### src/rtl/uart_rx_fifo.sv
// uart_rx_fifo: byte FIFO behind a UART receiver. One byte is captured per
// rising edge of rxDone. Framing-error bytes and bytes arriving while the FIFO
// is full are dropped and reported through sticky flags. The head entry is
// shown ahead on outData, and a pop happens on outValid && outReady.
module uart_rx_fifo #(
  parameter int DEPTH = 16
) (
  input  logic                   clk,
  input  logic                   rst_n,
  input  logic                   rxDone,
  input  logic                   rxErr,
  input  logic [7:0]             rxByte,
  output logic [7:0]             outData,
  output logic                   outValid,
  input  logic                   outReady,
  output logic [$clog2(DEPTH):0] count,
  output logic                   full,
  output logic                   overrun,
  output logic                   frameErr,
  input  logic                   clrFlags
);

  localparam int PW = $clog2(DEPTH);
  localparam int CW = PW + 1;
  localparam logic [CW-1:0] DEPTH_C = CW'(DEPTH);

  logic [7:0]    r_mem [DEPTH];
  logic [PW-1:0] r_wr_ptr;
  logic [PW-1:0] r_rd_ptr;
  logic [CW-1:0] r_count;
  logic          r_rx_done_q;
  logic          r_overrun;
  logic          r_frame_err;

  logic          w_capture;
  logic          w_pop;
  logic          w_push;
  logic          w_full;
  logic          w_set_overrun;
  logic          w_set_frame_err;
  logic [CW-1:0] w_count_nxt;

  // A level rxDone can stay high for many cycles, so only its rising edge captures a byte.
  assign w_capture       = rxDone && !r_rx_done_q;
  assign w_full          = (r_count == DEPTH_C);
  assign w_pop           = outValid && outReady;
  // A pop in the same cycle frees a slot, so a full FIFO can still accept the byte.
  assign w_push          = w_capture && !rxErr && (!w_full || w_pop);
  assign w_set_frame_err = w_capture && rxErr;
  assign w_set_overrun   = w_capture && !rxErr && w_full && !w_pop;

  // Select the next occupancy from the push and pop events.
  // NOTE: always_comb assigns a default first, so no path leaves w_count_nxt unassigned and no latch is inferred.
  always_comb begin
    w_count_nxt = r_count;
    case ({w_push, w_pop})
      2'b10:   w_count_nxt = r_count + CW'(1);
      2'b01:   w_count_nxt = r_count - CW'(1);
      default: w_count_nxt = r_count;
    endcase
  end

  // Pointers, occupancy and the rxDone edge detector.
  // NOTE: sequential state uses non-blocking assignments, so every register samples pre-edge values.
  always_ff @(posedge clk or negedge rst_n) begin
    if (!rst_n) begin
      r_wr_ptr    <= '0;
      r_rd_ptr    <= '0;
      r_count     <= '0;
      r_rx_done_q <= 1'b1;
    end else begin
      r_rx_done_q <= rxDone;
      r_count     <= w_count_nxt;
      if (w_push) r_wr_ptr <= r_wr_ptr + PW'(1);
      if (w_pop)  r_rd_ptr <= r_rd_ptr + PW'(1);
    end
  end

  // Byte storage write port.
  // NOTE: the storage array has no reset; an entry is only read once it has been written.
  always_ff @(posedge clk) begin
    if (w_push) r_mem[r_wr_ptr] <= rxByte;
  end

  // Sticky error flags; a set condition wins over clrFlags in the same cycle.
  always_ff @(posedge clk or negedge rst_n) begin
    if (!rst_n) begin
      r_overrun   <= 1'b0;
      r_frame_err <= 1'b0;
    end else begin
      if (w_set_overrun)        r_overrun <= 1'b1;
      else if (clrFlags)        r_overrun <= 1'b0;
      if (w_set_frame_err)      r_frame_err <= 1'b1;
      else if (clrFlags)        r_frame_err <= 1'b0;
    end
  end

  assign outData  = r_mem[r_rd_ptr];
  assign outValid = (r_count != '0);
  assign count    = r_count;
  assign full     = w_full;
  assign overrun  = r_overrun;
  assign frameErr = r_frame_err;

endmodule

### config.mk
export PLATFORM = sky130hd
export DESIGN_NAME = uart_rx_fifo
export DESIGN_NICKNAME = d
export VERILOG_FILES = /design/src/rtl/uart_rx_fifo.sv
export SDC_FILE = /design/constraint.sdc
export NUM_CORES = 1
export LEC_CHECK = 0
export CAP_MARGIN = 25
export CORE_AREA = 2 2 111 113
export DETAILED_ROUTE_END_ITERATION = 8
export DIE_AREA = 0 0 113 115
export MAX_ROUTING_LAYER = met4
export PLACE_DENSITY_LB_ADDON = 0.1
export SYNTH_ARGS = -nofsm -noshare
export SYNTH_HDL_FRONTEND = slang
export SYNTH_SLANG_ARGS = --single-unit
### constraint.sdc
create_clock -name clk -period 4.4 [get_ports clk]
set_input_delay 0.44 -clock clk [delete_from_list [all_inputs] [get_ports clk]]
set_output_delay 0.44 -clock clk [all_outputs]
set_load 0.005 [all_outputs]
==> results.txt, run 1 <==
----------------------------------------------------
[Logic synthesis]
  Netlist cell types ... 45
  Number of flops mapped to enable cells by yosys ... 128
  Async set-reset flop share out of synthesis ... 0.111
  Post-synthesis instance total ... 305
  Synthesized net count ... roughly 330
  Flops & latches, synth ... 144
  Total standard cell area after synthesis ... approximately 6100 sq um
  Yosys synthesis warning count ... 0
  Primary FF master, synth ... edfxtp_1
  Synthesized area per cell ... 19.9 sq um
  Part of the Yosys area used for sequential elements ... 0.699

[Critical path]
  Crit path cell chain ... buf_4, mux4_1, mux4_2, clkdlybuf4s50_1
  Worst Path Buf+Inv ... 2
  Startpoint types ... flip-flop
  Sort of element at the end of the critical path ... output port
  Crit Path Class ... flip-flop to output port
  Endpoint required time on the critical path ... approximately 4 ns
  Setup slack, reg-to-reg ... 1.53 ns
  CP arrival ... 3.02 ns
  Timing startpoint of the critical path ... r_rd_ptr[1]$_DFFE_PN0P_
  Crit-path max FO ... 20
  Largest delay contributor family on the critical path ... multiplexers
  Startpoint of the worst register-to-register path ... r_rx_done_q$_DFF_PN1_
  Slowest stage cell, crit path ... dfrtp_1
  Slowest cell delay on critical path ... 0.81 ns

[Final layout]
  Number of antenna diodes ... 0
  Synthesis-to-finish area growth ... 17.1%
  Proportion of layout cells with a drive suffix above 1 ... 0.135
  Total number of nets in the final design ... around 370

[STA]
  Setup repair after global routing missed its margin ... false
  Final Hold Fails ... 0
  Worst Skew ... 0.00546 ns
  Max transition margin ... 0.464
  Number of setup violations in the final report ... 0
  Tmin final ... 3.46 ns
  Upper clock frequency limit ... 0.289 GHz
  Setup slack of the critical path after layout ... between 0.9 and 1 ns
  Final max-slew violation count ... 0
  Slew of the pin with the lowest slew margin ... 0.804 ns
  Final Cycle Share ... 0.786
  Final TNS setup ... 0 ns

[GRT]
  Total routing usage reported by global routing ... 0.209
  Via count of the first global-routing pass ... 2973
  Total overflow reported by the global router ... 0
  Largest net degree at the start of global routing ... 21
  Wire length of the first global-routing pass ... 18.3 mm
  Number of antenna violations at the first check in global routing ... 0

[Power and ir drop]
  Worst voltage drop across the vdd grid ... 0.300 mV
  Cell Pwr Density ... 623 nW/um^2
  Static leakage ... roughly 2.4 nW

[Floorplan]
  Height of the chip ... 115 microns
  Area of the core ... 11800 sq um
  Standard-cell row count ... 40
  Starting density of the core ... 0.515
  Die area ... between 10000 and 15000 sq um
  Die Width ... around 110 microns
  Top Ports ... 31

[Detailed routing]
  Routed wire length per instance ... 24.2 microns
  Number of iterations in the first detailed-routing pass ... 7
  Detailed router's first-iteration violation count ... 192
  Count of nets left with antenna violations after detail routing ... 0
  Residual DRC ... 3
  Mean number of vias per cell ... a little under 6
  DR vias ... 3002
  Final wirelength ... about 12 mm

[Placement]
  RD Place Congestion ... approximately 0.84
  Worst slack after detailed placement ... 0.978 ns
  Post-detailed-placement half-perimeter wirelength ... 8.00 mm
  PortBufs ... 30

[Clocking]
  Max H-tree Level ... 4
  TritonCTS sink count ... 144
  Num CTS Buffers ... 17
  Buffers from clock root to sink, at most ... 2
  Clock tree from TritonCTS ... built
  Master cell of the clock root buffer ... clkbuf_16
  Hold buffer count at CTS ... 0
  Clock network latency to the later pin of the worst-skew pair ... ~0.42 ns
  Clock slew seen by the registers of the worst setup and hold paths ... 0.06 ns
  Post-CTS sizing ... 0
  Post-CTS Setup Repair Bufs ... 0

[Outcome]
  Failing checks ... DRC
  Outcome ... complete, but fails checks

[Job]
  Total of max-cap violations ... 0

[Min path]
  Worst hold path class ... input port to async pin

----------------------------------------------------
## path summary, 6_finish.rpt
check                                     endpoint  cells past startpoint
max reg2reg                   count[4]$_DFFE_PN0P_                      9
max                                     outData[1]                      4
min                        r_rd_ptr[1]$_DFFE_PN0P_                      1
min in group clk             r_rx_done_q$_DFF_PN1_                      1
min reg2reg                   frameErr$_DFFE_PN0P_                      2
max in group asynchronous  r_rd_ptr[0]$_DFFE_PN0P_                      1
## metal layers
layer	global-route usage	up-vias	part of all wire
met2	0.304	105	0.47
met1	0.293	1537	0.45
met3	0.0496	14	0.065
met5	-	-	0
li1	-	1346	-
met4	0.0780	0	0.012
## report_power, final
part           switching [W]  internal (W)
sequential          0.000203       0.00158
clock               0.000537      0.000946
combinational       0.000486      0.000677
## stage by stage
| stage | cells | hold slack [ns] | total power [W] | instance area, sq um | utilization |
|---|---|---|---|---|---|
| finish | 503 | 0.472 | 0.00443 | 7120 | 0.602 |
| global route | 503 | 0.499 | 0.00461 | 7120 | 0.602 |
| CTS | 503 | 0.463 | 0.00447 | 7120 | 0.602 |
| detailed placement | 471 | 0.536 | 0.00298 | 6500 | 0.550 |
| global placement | 471 | 0.516 | 0.00297 | 6500 | 0.550 |
| floorplan | 305 | 0.144 | 0.00251 | 6080 | - |
## kinds of logic (layout without fill, tap and decap cells)
| kind of cell | count (synthesis) | in the layout | synth area share |
|---|---|---|---|
| xor+xnor | 8 | 8 | 0.0115 |
| fa+ha+maj | 9 | 9 | 0.0198 |
| mux | 44 | 44 | 0.173 |
| buf+inv | 20 | 71 | 0.0189 |
| simple gates | 55 | 55 | 0.0515 |
| flops | 144 | 144 | 0.699 |
| compound gates | 25 | 25 | 0.0264 |
## state kept, by name, summed over array words and instances (netlist names)
register	flops
r_rd_ptr	4
frameErr	1
r_rx_done_q	1
r_wr_ptr	4
count	5
r_mem	128
overrun	1
## synthesized netlist by cell type, drive strengths merged, types with 2 or more instances
master / count / area share
edfxtp: 128 / 0.63
mux4: 40 / 0.17
dfrtp: 15 / 0.062
nand2: 15 / 0.0093
and2: 14 / 0.014
o21ai: 9 / 0.0074
buf: 8 / 0.012
ha: 8 / 0.016
clkbuf: 7 / 0.0043
xnor2: 7 / 0.010
nor2: 6 / 0.0037
a21oi: 5 / 0.0041
inv: 5 / 0.0031
and4: 4 / 0.0058
mux2i: 4 / 0.0066
nor3b: 3 / 0.0045
a22oi: 2 / 0.0025
nand3: 2 / 0.0016
nand4: 2 / 0.0021
nor2b: 2 / 0.0021
o221ai: 2 / 0.0029
## layout make-up
class                   instances  area [sq um]
flip-flops and latches        144          4250
inverters                       5          18.8
multi-input cells             141          1720
well taps                     147           184
fillers                       849          4700
clock buffers                  18           429
clock inverters                14           190
repair buffers                 34           330
## layout by cell type (no fill, tap or decap), types with 5 or more instances in the layout
master and instances:
nor2_1 6, nand2_1 15, xnor2_1 7, mux4_1 30, a21oi_1 5, and2_1 14
o21ai_0 8, dfrtp_1 14, ha_1 8, mux4_2 10, inv_1 5, clkdlybuf4s50_1 30
edfxtp_1 128, clkbuf_16 17
Note: power is estimated with default switching activity, not from simulation.
==> inputs of run 2 (changes only) <==
==> constraint.sdc (replaced) <==
create_clock -name clk -period 3.5 [get_ports clk]
set_input_delay 0.35 -clock clk [delete_from_list [all_inputs] [get_ports clk]]
set_output_delay 0.35 -clock clk [all_outputs]
set_load 0.005 [all_outputs]
==> results.txt, run 2 (same netlist as run 1, synthesis figures left out) <==
----------------------------------------------------
[GRT]
  Largest net degree at the start of global routing ... 36 (was 21)
  Via count of the first global-routing pass ... 2940 (was 2973)
  Total overflow reported by the global router ... 0 (unchanged)
  Wire length of the first global-routing pass ... 17.6 mm (was 18.3 mm)
  Number of antenna violations at the first check in global routing ... 0 (unchanged)
  Total routing usage reported by global routing ... 0.198 (was 0.209)

[Power and ir drop]
  Post-layout power ... 0.00537 W (was 0.00443 W)
  Static leakage ... 2.42 nW (was 2.44 nW)
  Worst voltage drop across the vdd grid ... 0.404 mV (was 0.300 mV)
  Cell Pwr Density ... 761 nW/um^2 (was 623 nW/um^2)

[STA]
  Number of setup violations in the final report ... 0 (unchanged)
  Final max-slew violation count ... 0 (unchanged)
  Worst Skew ... 0.0115 ns (was 0.00546 ns)
  Max transition margin ... 0.479 (was 0.464)
  Setup repair after global routing missed its margin ... false (unchanged)
  Final Hold Fails ... 0 (unchanged)
  Final Cycle Share ... 0.926
  Tmin final ... 3.24 ns
  Final TNS setup ... 0 ns (unchanged)
  Upper clock frequency limit ... 0.309 GHz
  Slew of the pin with the lowest slew margin ... 0.779 ns (was 0.804 ns)

[Detailed routing]
  Mean number of vias per cell ... 5.88 (was 5.97)
  Count of nets left with antenna violations after detail routing ... 0 (unchanged)
  DR vias ... 2956 (was 3002)
  Amount of wire on met3 after detailed routing ... 675 microns (was 795 microns)
  Routed wire length per instance ... 22.6 microns (was 24.2 microns)
  Residual DRC ... 3 (unchanged)
  DR WL met2 ... 5.52 mm (was 5.74 mm)
  Final wirelength ... 11.4 mm (was 12.2 mm)
  Uppermost layer routed ... met4 (unchanged)
  M1 wire length ... 5.13 mm (was 5.51 mm)
  Number of iterations in the first detailed-routing pass ... 7 (unchanged)
  Detailed router's first-iteration violation count ... 184 (was 192)

[Critical path]
  CP arrival ... 2.89 ns (was 3.02 ns)
  Sort of element at the end of the critical path ... output port (unchanged)
  Crit-path max FO ... 25 (was 20)
  Crit Path Class ... flip-flop to output port (unchanged)
  Startpoint types ... flip-flop (unchanged)
  Endpoint required time on the critical path ... 3.15 ns (was 3.96 ns)

[Clocking]
  Clock network latency to the later pin of the worst-skew pair ... 0.42 ns (about the same)
  Hold buffer count at CTS ... 0 (unchanged)
  Num CTS Buffers ... 17 (unchanged)
  TritonCTS sink count ... 144 (unchanged)
  Buffers from clock root to sink, at most ... 2 (unchanged)
  Clock tree from TritonCTS ... built (unchanged)
  Post-CTS sizing ... 0 (unchanged)
  Post-CTS Setup Repair Bufs ... 0 (unchanged)
  Clock slew seen by the registers of the worst setup and hold paths ... 0.06 ns (about the same)
  Master cell of the clock root buffer ... clkbuf_16 (unchanged)
  Max H-tree Level ... 4 (unchanged)

[Floorplan]
  Area of the core ... 11800 sq um (unchanged)
  Height of the chip ... 115 microns (unchanged)
  Die Width ... 113 microns (unchanged)
  Starting density of the core ... 0.515 (unchanged)
  Top Ports ... 31 (unchanged)
  Standard-cell row count ... 40 (unchanged)
  Die area ... 13000 sq um (unchanged)

[Final layout]
  Final cell count without fillers ... 503 (unchanged)
  Max FFs per register ... 128 (unchanged)
  Synthesis-to-finish area growth ... 16.2% (was 17.1%)
  Number of antenna diodes ... 0 (unchanged)
  Most used cells in the layout excluding fill and tap cells ... 128 x edfxtp_1, 30 x mux4_1, 30 x clkdlybuf4s50_1 (unchanged)
  Design area ... 7060 sq um (was 7120 sq um)
  Top reg by flops ... r_mem (unchanged)
  Fillcell total ... 873 (was 849)
  Most frequent standard cell in the layout excluding fill and tap cells ... edfxtp_1 (unchanged)
  Total number of nets in the final design ... 366 (unchanged)
  Proportion of layout cells with a drive suffix above 1 ... 0.124 (was 0.135)
  Register cell area after layout ... 4250 sq um (unchanged)
  Combined area of the multi-input logic cells ... 1720 sq um (unchanged)

[Outcome]
  Failing checks ... DRC (unchanged)
  Outcome ... complete, but fails checks (unchanged)

[Min path]
  Worst hold path class ... input port to async pin (unchanged)

[Job]
  Total of max-cap violations ... 0 (unchanged)

[Placement]
  RD Place Congestion ... 0.845 (was 0.843)
  PortBufs ... 30 (unchanged)
  Cell count after placement ... 471 (unchanged)
  Cell area after placement ... 6510 sq um (was 6500 sq um)
  Post-detailed-placement half-perimeter wirelength ... 7.40 mm (was 8.00 mm)

----------------------------------------------------
## run 2: changes by cell type in the layout (fill, tap and decap cells not counted), sizes merged
cell / before / now
clkinv: 5 / 8
bufinv: 4 / 2
clkbuf: 18 / 20
clkinvlp: 4 / 2
inv: 6 / 5
## run 2: cell type report
type                    instances  area share
well taps                     147      0.0260
clock buffers                  20      0.0618
flip-flops and latches        144       0.601
clock inverters                12      0.0168
inverters                       5     0.00266
multi-input cells             141       0.243
repair buffers                 34      0.0485
## run 2: path summary, 6_finish.rpt
check | start | to | slack (ns) | depth (start not counted)
min reg2reg | frameErr$_DFFE_PN0P_ | frameErr$_DFFE_PN0P_ | 0.53 | 2
min in group clk | rxDone | r_rx_done_q$_DFF_PN1_ | 0.40 | 1
max in group asynchronous | rst_n | r_rd_ptr[0]$_DFFE_PN0P_ | 2.57 | 1
max reg2reg | r_rx_done_q$_DFF_PN1_ | count[3]$_DFFE_PN0P_ | 0.78 | 9
max | r_rd_ptr[0]$_DFFE_PN0P_ | outData[0] | 0.26 | 4
min | rst_n | count[1]$_DFFE_PN0P_ | 0.39 | 1
## run 2: critical path: stages, from the launching register on
cell and delay, ns:
dfrtp_2 0.57, buf_12 0.26, mux4_1 0.67, mux4_2 0.49, clkdlybuf4s50_1 0.46
## run 2: stage by stage
| stage | util | setup slack [ns] | hold WS (ns) |
|---|---|---|---|
| 6_report | 0.598 | 0.259 | 0.391 |
| 3_3_place_gp | 0.551 | 0.512 | 0.518 |
| 2_1_floorplan | - | 0.959 | 0.0544 |
| 5_1_grt | 0.598 | 0.170 | 0.391 |
| 4_1_cts | 0.598 | 0.246 | 0.376 |
| 3_5_place_dp | 0.551 | 0.445 | 0.521 |
## run 2: report_power, final
group	total, W	switching, W	internal (W)
registers	0.00220	0.000210	0.00199
logic	0.00149	0.000633	0.000860
clock network	0.00168	0.000643	0.00104
total	0.00537	0.00149	0.00389
## run 2: metal layers
| metal | track usage | up-vias |
|---|---|---|
| li1 | - | 1348 |
| met1 | 0.272 | 1530 |
| met2 | 0.286 | 76 |
| met3 | 0.0654 | 2 |
| met4 | 0.0618 | 0 |
| met5 | - | - |
